<file path="src/rtl/hazard_pkg.sv">
// Shared constants and types for the hazard/stall controller slice.
// Holds the NPU queue indices, the watchdog state encoding and a small cache-miss helper.
package hazard_pkg;

    localparam int unsigned REG_AW_DEF    = 5;
    localparam int unsigned NUM_NPU_Q_DEF = 3;

    localparam int unsigned NPU_Q_CFG = 0;
    localparam int unsigned NPU_Q_IN  = 1;
    localparam int unsigned NPU_Q_OUT = 2;

    typedef enum logic [1:0] {
        RUN  = 2'd0,
        WAIT = 2'd1,
        TOUT = 2'd2
    } wdState_e;

    function automatic logic cacheMiss(input logic instrValid, input logic instrReady,
                                       input logic dataValid, input logic dataReady);
        return (instrValid & ~instrReady) | (dataValid & ~dataReady);
    endfunction

endpackage

</file>
<file path="src/rtl/hazard_stall_ctrl_load_scoreboard.sv">
// Pending-load scoreboard: tracks loads still inside their no-forward window and
// flags any used ID source register that matches the EX load or a pending entry.
module load_scoreboard
    import hazard_pkg::*;
#(
    parameter int unsigned REG_AW   = REG_AW_DEF,
    parameter int unsigned NUM_SRC  = 2,
    parameter int unsigned LOAD_LAT = 1
) (
    input  logic                      clk,
    input  logic                      rstN,
    input  logic                      hold,
    input  logic                      ldEx,
    input  logic [REG_AW-1:0]         exRegRt,
    input  logic [NUM_SRC*REG_AW-1:0] idRegSrc,
    input  logic [NUM_SRC-1:0]        idSrcUsed,
    output logic                      dataHazard
);

    logic [NUM_SRC-1:0] exHit;
    logic [NUM_SRC-1:0] sbHit;

    always_comb begin
        exHit = '0;
        for (int unsigned k = 0; k < NUM_SRC; k++) begin
            exHit[k] = ldEx && (idRegSrc[k*REG_AW +: REG_AW] == exRegRt)
                       && (idRegSrc[k*REG_AW +: REG_AW] != '0);
        end
    end

    generate
        if (LOAD_LAT > 0) begin : gSb
            logic [LOAD_LAT-1:0] entValid;
            logic [REG_AW-1:0]   entReg [LOAD_LAT];

            // Holds only on a full stall; a semi stall still lets the EX load advance.
            always_ff @(posedge clk or negedge rstN) begin
                if (!rstN) begin
                    entValid <= '0;
                    for (int unsigned j = 0; j < LOAD_LAT; j++) begin
                        entReg[j] <= '0;
                    end
                end else if (!hold) begin
                    entValid[0] <= ldEx;
                    entReg[0]   <= exRegRt;
                    for (int unsigned j = 1; j < LOAD_LAT; j++) begin
                        entValid[j] <= entValid[j-1];
                        entReg[j]   <= entReg[j-1];
                    end
                end
            end

            always_comb begin
                sbHit = '0;
                for (int unsigned k = 0; k < NUM_SRC; k++) begin
                    for (int unsigned j = 0; j < LOAD_LAT; j++) begin
                        if (entValid[j] && (entReg[j] == idRegSrc[k*REG_AW +: REG_AW])
                            && (idRegSrc[k*REG_AW +: REG_AW] != '0)) begin
                            sbHit[k] = 1'b1;
                        end
                    end
                end
            end
        end else begin : gNoSb
            assign sbHit = '0;
        end
    endgenerate

    assign dataHazard = |(idSrcUsed & (exHit | sbHit));

endmodule

</file>
<file path="src/rtl/hazard_stall_ctrl.sv">
// Hazard/stall controller: load-use and NPU/cache stall generation, cache-stall
// watchdog with sticky timeout, and saturating stall-cycle counters.
module hazard_stall_ctrl
    import hazard_pkg::*;
#(
    parameter int unsigned REG_AW    = REG_AW_DEF,
    parameter int unsigned NUM_SRC   = 2,
    parameter int unsigned LOAD_LAT  = 1,
    parameter int unsigned NUM_NPU_Q = NUM_NPU_Q_DEF,
    parameter int unsigned TO_CYC    = 1024,
    parameter int unsigned CNT_W     = 16
) (
    input  logic                      iClk,
    input  logic                      iRst_n,
    input  logic [NUM_SRC*REG_AW-1:0] iIdRegSrc,
    input  logic [NUM_SRC-1:0]        iIdSrcUsed,
    input  logic [REG_AW-1:0]         iExRegRt,
    input  logic                      iExMemRead,
    input  logic                      iExRetCmd,
    input  logic                      iCacheFlush,
    input  logic [NUM_NPU_Q-1:0]      iExNpuOp,
    input  logic [NUM_NPU_Q-1:0]      iNpuBlocked,
    input  logic                      iInstrCacheValid,
    input  logic                      iInstrCacheReady,
    input  logic                      iDataCacheValid,
    input  logic                      iDataCacheReady,
    input  logic                      iErrClr,
    input  logic                      iCntClr,
    output logic                      oFullStall,
    output logic                      oSemiStall,
    output logic                      oCacheTimeout,
    output logic [CNT_W-1:0]          oSemiCnt,
    output logic [CNT_W-1:0]          oFullCnt
);

    localparam int unsigned WD_W = $clog2(TO_CYC);

    logic ldEx;
    logic dataHazard;
    logic npuHazard;
    logic cacheHazard;

    assign ldEx        = iExMemRead & ~iCacheFlush & ~iExRetCmd & (iExRegRt != '0);
    assign npuHazard   = |(iExNpuOp & iNpuBlocked);
    assign cacheHazard = cacheMiss(iInstrCacheValid, iInstrCacheReady,
                                   iDataCacheValid, iDataCacheReady);

    assign oFullStall = npuHazard | cacheHazard;
    assign oSemiStall = dataHazard & ~oFullStall;

    load_scoreboard #(
        .REG_AW   (REG_AW),
        .NUM_SRC  (NUM_SRC),
        .LOAD_LAT (LOAD_LAT)
    ) uScoreboard (
        .clk        (iClk),
        .rstN       (iRst_n),
        .hold       (oFullStall),
        .ldEx       (ldEx),
        .exRegRt    (iExRegRt),
        .idRegSrc   (iIdRegSrc),
        .idSrcUsed  (iIdSrcUsed),
        .dataHazard (dataHazard)
    );

    wdState_e        wdState, wdStateNext;
    logic [WD_W-1:0] wdCnt, wdCntNext;
    logic            toSet;

    always_ff @(posedge iClk or negedge iRst_n) begin
        if (!iRst_n) begin
            wdState       <= RUN;
            wdCnt         <= '0;
            oCacheTimeout <= 1'b0;
        end else begin
            wdState <= wdStateNext;
            wdCnt   <= wdCntNext;
            // Setting the flag outranks a simultaneous clear request.
            if (toSet) begin
                oCacheTimeout <= 1'b1;
            end else if (iErrClr) begin
                oCacheTimeout <= 1'b0;
            end
        end
    end

    always_comb begin
        wdStateNext = wdState;
        wdCntNext   = wdCnt;
        toSet       = 1'b0;
        unique case (wdState)
            RUN: begin
                if (cacheHazard) begin
                    wdStateNext = WAIT;
                    wdCntNext   = WD_W'(1);
                end
            end
            WAIT: begin
                if (!cacheHazard) begin
                    wdStateNext = RUN;
                    wdCntNext   = '0;
                end else if (wdCnt == WD_W'(TO_CYC - 1)) begin
                    wdStateNext = TOUT;
                    toSet       = 1'b1;
                end else begin
                    wdCntNext = wdCnt + 1'b1;
                end
            end
            TOUT: begin
                if (!cacheHazard) begin
                    wdStateNext = RUN;
                    wdCntNext   = '0;
                end
            end
            default: begin
                wdStateNext = RUN;
                wdCntNext   = '0;
            end
        endcase
    end

    always_ff @(posedge iClk or negedge iRst_n) begin
        if (!iRst_n) begin
            oSemiCnt <= '0;
            oFullCnt <= '0;
        end else if (iCntClr) begin
            oSemiCnt <= '0;
            oFullCnt <= '0;
        end else begin
            if (oSemiStall && (oSemiCnt != '1)) oSemiCnt <= oSemiCnt + 1'b1;
            if (oFullStall && (oFullCnt != '1)) oFullCnt <= oFullCnt + 1'b1;
        end
    end

endmodule
</file>
<file path="config.mk">
export PLATFORM = sky130hd
export DESIGN_NAME = hazard_stall_ctrl
export DESIGN_NICKNAME = d
export VERILOG_FILES = /design/src/rtl/hazard_pkg.sv /design/src/rtl/hazard_stall_ctrl_load_scoreboard.sv /design/src/rtl/hazard_stall_ctrl.sv
export SDC_FILE = /design/constraint.sdc
export NUM_CORES = 1
export LEC_CHECK = 0
export CORE_ASPECT_RATIO = 1.4
export CORE_MARGIN = 2
export CORE_UTILIZATION = 30
export DETAILED_ROUTE_END_ITERATION = 7
export PLACE_DENSITY_LB_ADDON = 0.3
export SYNTH_ARGS = -nofsm -noshare
export SYNTH_HDL_FRONTEND = slang
export SYNTH_SLANG_ARGS = --single-unit
export TNS_END_PERCENT = 50
</file>
<file path="constraint.sdc">
create_clock -name iClk -period 2.6 [get_ports iClk]
set_input_delay 0.26 -clock iClk [delete_from_list [all_inputs] [get_ports iClk]]
set_output_delay 0.26 -clock iClk [all_outputs]
set_load 0.005 [all_outputs]
</file>
* Word level (Yosys, flattened, before mapping) *
Index checks and enable logic that the tools add are counted.

storage, ports and cells
  register bits = 51
  output and inout port bits = 35
  word-level logic and storage cells = 81

operators by class
  reduce and logical (&&, ||, !) cells = 21
  muxes and demuxes = 21
  bitwise logic cells = 16
  equality and inequality tests = 13
  add/subtract/negate cells = 3

operator list
  operator                                                                number
  16-bit two-way mux                                                      4
  10-bit two-way mux                                                      4
  16-bit by 1-bit adder with 16-bit output (second input constant)        2
  16-bit != test (second input constant)                                  2
  10-bit case mux with 3 select lines                                     1
  5-bit equality test                                                     4
  5-bit nonzero test                                                      3
  10-bit by 1-bit adder with 10-bit output (second input constant)        1
  10-bit equality test (second input constant)                            1
  1-bit logical AND                                                       10
  2-bit two-way mux                                                       4
  1-bit two-way mux                                                       7
  1-bit AND                                                               6
  3-bit != test (second input constant)                                   2
  2-bit case mux with 3 select lines                                      1
  3-bit AND reduction                                                     2
  2-bit nonzero test                                                      3
  1-bit NOT                                                               5
  2-bit != test (second input constant)                                   2
  3-bit AND                                                               1
  3-bit OR reduction                                                      1
  2-bit AND                                                               1
  2-bit by 1-bit equality test with 1-bit output (second input constant)  1
  2-bit equality test (second input constant)                             1
  other kinds (4)                                                         5

* Logic depth before layout (Yosys ltp) *
  depth after elaboration = 13
  depth in mapped cells = 9

* By module *
A second synthesis with hierarchy kept.

unflattened totals
  cells, all modules = 310
  area, all modules = 2984.1 µm²

modules (own cells, without submodules)
  module             cells an instance  times used  area an instance (µm²)
  hazard_stall_ctrl  264                1           2501.1
  load_scoreboard    46                 1           483.0

* Worst setup path after synthesis *
No wires, ideal clock.

  path type = reg-to-reg
  from = register uScoreboard.gSb.entReg[0] in the netlist's numbering
  to = register oSemiCnt[15]
  required time = 2.472 ns
  period minus slack after synthesis = 2.292 ns
  setup slack = 0.308 ns
  buffers on the path = 0
  stages on the path, launching flop included = 9
  data arrival time = 2.164 ns
  cells stage by stage = dfrtp_1 -> xor2_1 -> nor4_1 -> and3_1 -> a41oi_1 -> o22a_1 -> or3_1 -> nor4_2 -> mux2_1

between the ends
  cells in the longest elaborated chain, start to end = 10
  elaborated cells between the ends (all ways) = 14

RTL lines
  what                             RTL line                                 RTL
  start, declared                  hazard_stall_ctrl_load_scoreboard.sv:34  logic [REG_AW-1:0] entReg [LOAD_LAT];
  start signal, assigned by index  hazard_stall_ctrl_load_scoreboard.sv:48  entReg[j] <= entReg[j-1];
  5-bit equality test              hazard_stall_ctrl_load_scoreboard.sv:57  if (entValid[j] && (entReg[j] == idRegSrc[k*REG_AW +: REG_AW])
  1-bit logical AND                hazard_stall_ctrl_load_scoreboard.sv:57
  1-bit logical AND                hazard_stall_ctrl_load_scoreboard.sv:58  && (idRegSrc[k*REG_AW +: REG_AW] != '0)) begin
  1-bit two-way mux                hazard_stall_ctrl_load_scoreboard.sv:57
  2-bit OR *                       hazard_stall_ctrl_load_scoreboard.sv:69  assign dataHazard = |(idSrcUsed & (exHit | sbHit));
  2-bit AND *                      hazard_stall_ctrl_load_scoreboard.sv:69
  2-bit OR reduction *             hazard_stall_ctrl_load_scoreboard.sv:69
  1-bit AND *                      hazard_stall_ctrl.sv:49                  assign oSemiStall = dataHazard & ~oFullStall;
  1-bit logical AND *              hazard_stall_ctrl.sv:130                 if (oSemiStall && (oSemiCnt != '1)) oSemiCnt <= oSemiCnt + 1'b1;
  2-bit nonzero test (no line) *   n/a
  end signal, assigned             hazard_stall_ctrl.sv:130
  end, declared                    hazard_stall_ctrl.sv:32                  output logic [CNT_W-1:0] oSemiCnt,

Mark *: on every way between the ends. The rest lies on a longest branch, timed or not.
A chain may end at the register's enable or synchronous reset.

* Worst setup path in the final report *
  from = input port iIdRegSrc[2]
  to = register oSemiCnt[15]

between the ends
  cells in the longest elaborated chain, start to end = 10
  elaborated cells between the ends (all ways) = 14

RTL lines
  what                            RTL line                                 RTL
  start, declared                 hazard_stall_ctrl.sv:15                  input logic [NUM_SRC*REG_AW-1:0] iIdRegSrc,
  5-bit equality test             hazard_stall_ctrl_load_scoreboard.sv:57
  1-bit logical AND               hazard_stall_ctrl_load_scoreboard.sv:57
  1-bit logical AND               hazard_stall_ctrl_load_scoreboard.sv:58
  1-bit two-way mux               hazard_stall_ctrl_load_scoreboard.sv:57
  2-bit OR *                      hazard_stall_ctrl_load_scoreboard.sv:69
  2-bit AND *                     hazard_stall_ctrl_load_scoreboard.sv:69
  2-bit OR reduction *            hazard_stall_ctrl_load_scoreboard.sv:69
  1-bit AND *                     hazard_stall_ctrl.sv:49
  1-bit logical AND *             hazard_stall_ctrl.sv:130
  2-bit nonzero test (no line) *  n/a

Marks and branches as above.

==> flow_results.org <==
** Run status
- Run status :: complete, no violations

** Detailed routing
- Summing over every cut layer, the via total after detailed routing is 2520.
- Dividing the detail-routed via count by the number of cells gives 4.98.
- Avg WL per Cell :: 14.0 um
- The first detailed-routing pass ran for 4 iterations.
- Detailed routing placed a total of 283 um of wire on met3.
- The detailed router used layers up to and including met4.
- The final layout contains routed wiring with a total length of 7090 um.
- Routed length on met1 :: 2890 um
- For this block, the initial DRC count from the detailed router was 72.
- The count of nets left with antenna violations once routing finished came out at 0.
- Met2 wirelength from detailed routing :: 3770 um
- In the routed design, unresolved DRC markers number 0.

** Cells and area
- Total area of multi-input combinational cells :: 1570 um2
- Once layout is done, the placed cells without fillers occupy 4060 um2.
- Util after Layout :: 0.432
- Share of final-layout standard cells stronger than drive strength 1 :: 0.157
- Summing all flip-flop and latch instances after layout gives 1280 um2.
- Antenna Cells :: 0
- Number of fill cells in the layout :: 924
- Total number of nets in the final design :: 432
- The area growth from synthesis to layout is 41.0%.

** Global routing
- First-pass GRT wire length :: 11800 um
- Vias in the first global route :: 2544
- For this run, the total global-route usage over all layers was measured as 0.141.
- Summed over all layers, the global routing overflow is 0.
- Number of antenna violations at the first check in global routing :: 0
- Entering global routing, the biggest net connects 44 pins.

** Placed design
- Once detailed placement completed, the half-perimeter wirelength came to 5280 um.
- In this run the tool buffered the top-level ports with 68 buffer cells.
- Final Wtd Congestion :: 0.861
- Summing all placed instances gives a cell area of 3830 um2.

** Floorplanning
- 69 I/O pins were placed.
- Vert. Die Dim :: 120 um
- The core region is 9410 um2.
- The floorplan has 42 rows.
- Die Footprint :: 10400 um2
- Initial core utilization :: 0.306
- Die extent in x :: 86.8 um

** Synth
- For this run, the register share of the synthesized area comes to 0.443.
- Fraction of post-synthesis cell area in the top cell type by area :: 0.443
- Number of enable-type register cells in the synthesized netlist :: 0
- Number of distinct library cells after synthesis :: 41
- The commonest cells after synthesis are 51 x sky130_fd_sc_hd__dfrtp_1, 45 x sky130_fd_sc_hd__nor2_1, 26 x sky130_fd_sc_hd__xor2_1, 18 x sky130_fd_sc_hd__and3_1, 17 x sky130_fd_sc_hd__nand2_1.
- Leading area contributor after synthesis :: sky130_fd_sc_hd__dfrtp_1
- Summed instance area of the synthesized netlist :: 2880 um2
- Yosys printed 0 warnings.
- Mapped Avg Cell Area :: 9.54 um2
- By instance count, the leading cell after synthesis is sky130_fd_sc_hd__dfrtp_1.
- Of all flip-flops after synthesis, the portion carrying an async set or reset was 1.00.
- The synthesized design contains 51 register bits.
- Post-synthesis net count :: 339
- Leading register cell type out of synthesis :: sky130_fd_sc_hd__dfrtp_1
- Number of instances in the synthesized netlist :: 302
- Ranking of synthesized cells by area :: sky130_fd_sc_hd__dfrtp_1 44%, sky130_fd_sc_hd__xor2_1 7.9%, sky130_fd_sc_hd__nor2_1 5.9%

** Setup path
- Largest driver fanout on the critical path :: 4
- The worst setup path is captured at a flip-flop.
- R2R Path Start :: uScoreboard.gSb.entReg[0]$_DFFE_PN0N_
- For the worst setup path, the data required time is 2.78 ns.
- The worst register-to-register path has a depth of 10.
- Worst path arrival time :: 2.74 ns
- R2r setup slk :: 0.05 ns
- Worst Setup Path Type :: in -> reg
- Worst R2R End :: oSemiCnt[15]$_DFFE_PN0P_
- Kind of start point of the critical path :: input pin

** Power
- For this design the total switching power over the nets is 0.000451 W.
- For this design the ratio of total power to cell area is 468 nW/um2.
- Internal power comes to 0.00145 W.
- IR Drop Worst-Case VDD :: 0.271 mV
- Of the total power, the clock network draws 0.406.
- Combinational share of power :: 0.142
- Of the total power, the share spent switching nets is 0.237.
- Portion of total power attributed to sequential cells :: 0.452
- In this run the static leakage power is 1.81 nW.
- PnR Total Power :: 0.00190 W

** Timing
- Setup repair after global routing could not meet its margin everywhere.
- Post-route clock period utilization :: 0.983
- The hold violation total from the final report came to 0.
- Counting I/O delays and the setup requirement, the final critical path takes 2.56 ns.
- Slew @ Worst Pin :: 0.550 ns
- Max Clock Skew :: 0.00698 ns
- Final hold analysis gives a worst-case slack of 0.429 ns.
- Setup violations remaining at the end of the flow were counted as 0.
- Achievable clock frequency :: 391 MHz
- Headroom to the max-slew limit :: 0.631
- Max-slew violation count :: 0

** Flow run
- Number of maximum-capacitance violations :: 0

** Hold path
- The path class of the tightest hold or removal check is in -> async.

** CTS
- The clock tree synthesis step divided the H-tree into 2 levels.
- TritonCTS built the clock tree.
- TritonCTS created 5 clock buffers.
- Root buffer selected by CTS :: sky130_fd_sc_hd__clkbuf_16
- Worst-path clk slew :: 0.07 ns
- CTS Sinks :: 51
- No sink is reached through more buffers than the 2 on the longest clock path.
- Later-pin clock latency in the skew report :: 0.29 ns
==> worst max path at each step <==
stage | start | end | slack, ns | depth (start not counted)
6_report | iIdRegSrc[2] | oSemiCnt[15]$_DFFE_PN0P_ | 0.04 | 10
5_1_grt | uScoreboard.gSb.entReg[0]$_DFFE_PN0N_ | oSemiCnt[15]$_DFFE_PN0P_ | -0.08 | 9
4_1_cts | uScoreboard.gSb.entReg[2]$_DFFE_PN0N_ | oSemiCnt[15]$_DFFE_PN0P_ | 0.06 | 9
3_5_place_dp | iExRegRt[1] | oSemiStall | -0.24 | 9
2_1_floorplan | uScoreboard.gSb.entReg[0]$_DFFE_PN0N_ | oSemiCnt[15]$_DFFE_PN0P_ | 0.31 | 8
3_3_place_gp | iExRegRt[3] | oSemiStall | -0.25 | 9
==> sequential cells by signal, summed over array words and instances, names as in the netlist <==
name                      count
uScoreboard.gSb.entReg        5
wdState                       2
oCacheTimeout                 1
oFullCnt                     16
uScoreboard.gSb.entValid      1
oSemiCnt                     16
wdCnt                        10
==> final cells by class <==
class                      count  area share
inverter                       6     0.00555
timing repair buffer          95       0.217
sequential                    51       0.314
multi-input combinational    236       0.387
clock inverter                 2     0.00863
clock buffer                   6      0.0342
tap                          110      0.0339
==> kinds of logic after synthesis <==
family	after synthesis	share of synthesized area
XOR/XNOR	40	0.122
AO/OA/AOI/OAI	35	0.0769
AND/OR/NAND/NOR	141	0.259
adder cells (fa/ha/maj)	3	0.0130
buffers and inverters	15	0.0213
multiplexers	17	0.0652
flip-flops	51	0.443
==> cells in the final DEF (no fill, tap or decap), types with 5 or more instances in the layout <==
master and instances:
sky130_fd_sc_hd__xor2_1 26, sky130_fd_sc_hd__dfrtp_1 51, sky130_fd_sc_hd__and3_1 18, sky130_fd_sc_hd__dlygate4sd2_1 7
sky130_fd_sc_hd__nand2b_1 8, sky130_fd_sc_hd__nand3_1 11, sky130_fd_sc_hd__nand4_1 9, sky130_fd_sc_hd__nor2b_1 9
sky130_fd_sc_hd__buf_4 25, sky130_fd_sc_hd__xnor2_1 14, sky130_fd_sc_hd__nand2_1 17, sky130_fd_sc_hd__clkdlybuf4s50_1 58
sky130_fd_sc_hd__nor2_1 45, sky130_fd_sc_hd__o21ai_0 16, sky130_fd_sc_hd__mux2_2 13, sky130_fd_sc_hd__clkbuf_16 5
sky130_fd_sc_hd__inv_1 6
==> per-layer routing <==
layer  GRT usage  vias to the layer above
met4      0.0498                        0
met2       0.254                       56
met3      0.0275                       10
li1            -                     1238
met5           0                        -
met1       0.160                     1216
==> power by group through the flow <==
stage	sequential (W)	clock [W]	combinational, W
2_1_floorplan	0.000865	0	0.000127
5_1_grt	0.000865	0.000825	0.000304
6_report	0.000859	0.000773	0.000270
3_5_place_dp	0.000874	0	0.000268
3_3_place_gp	0.000873	0	0.000265
4_1_cts	0.000859	0.000801	0.000270
==> what timing repair did <==
item	4_1_cts	5_1_grt
gates resized for setup	10	6
setup endpoints to repair	1	1
hold endpoints to repair	15	0
setup buffers	1	2
pin swaps	5	6
hold buffers	1	0
==> critical path: stages <==
cell,delay (ns)
sky130_fd_sc_hd__clkdlybuf4s50_1,0.45
sky130_fd_sc_hd__xor2_1,0.18
sky130_fd_sc_hd__nor4_1,0.25
sky130_fd_sc_hd__and3_1,0.20
sky130_fd_sc_hd__a41oi_1,0.05
sky130_fd_sc_hd__o22a_2,0.23
sky130_fd_sc_hd__buf_6,0.13
sky130_fd_sc_hd__or3_4,0.38
sky130_fd_sc_hd__nor4_4,0.30
sky130_fd_sc_hd__mux2_4,0.32
==> through the flow <==
| stage | std cells | setup TNS, ns | setup WS, ns |
|---|---|---|---|
| global placement | 494 | -1.24 | -0.246 |
| detailed placement | 494 | -1.60 | -0.245 |
| finish | 506 | 0 | 0.0436 |
| floorplan | 302 | 0 | 0.308 |
| global route | 506 | -0.0761 | -0.0761 |
| CTS | 504 | 0 | 0.0597 |
Note: power is estimated with default switching activity, not from simulation.
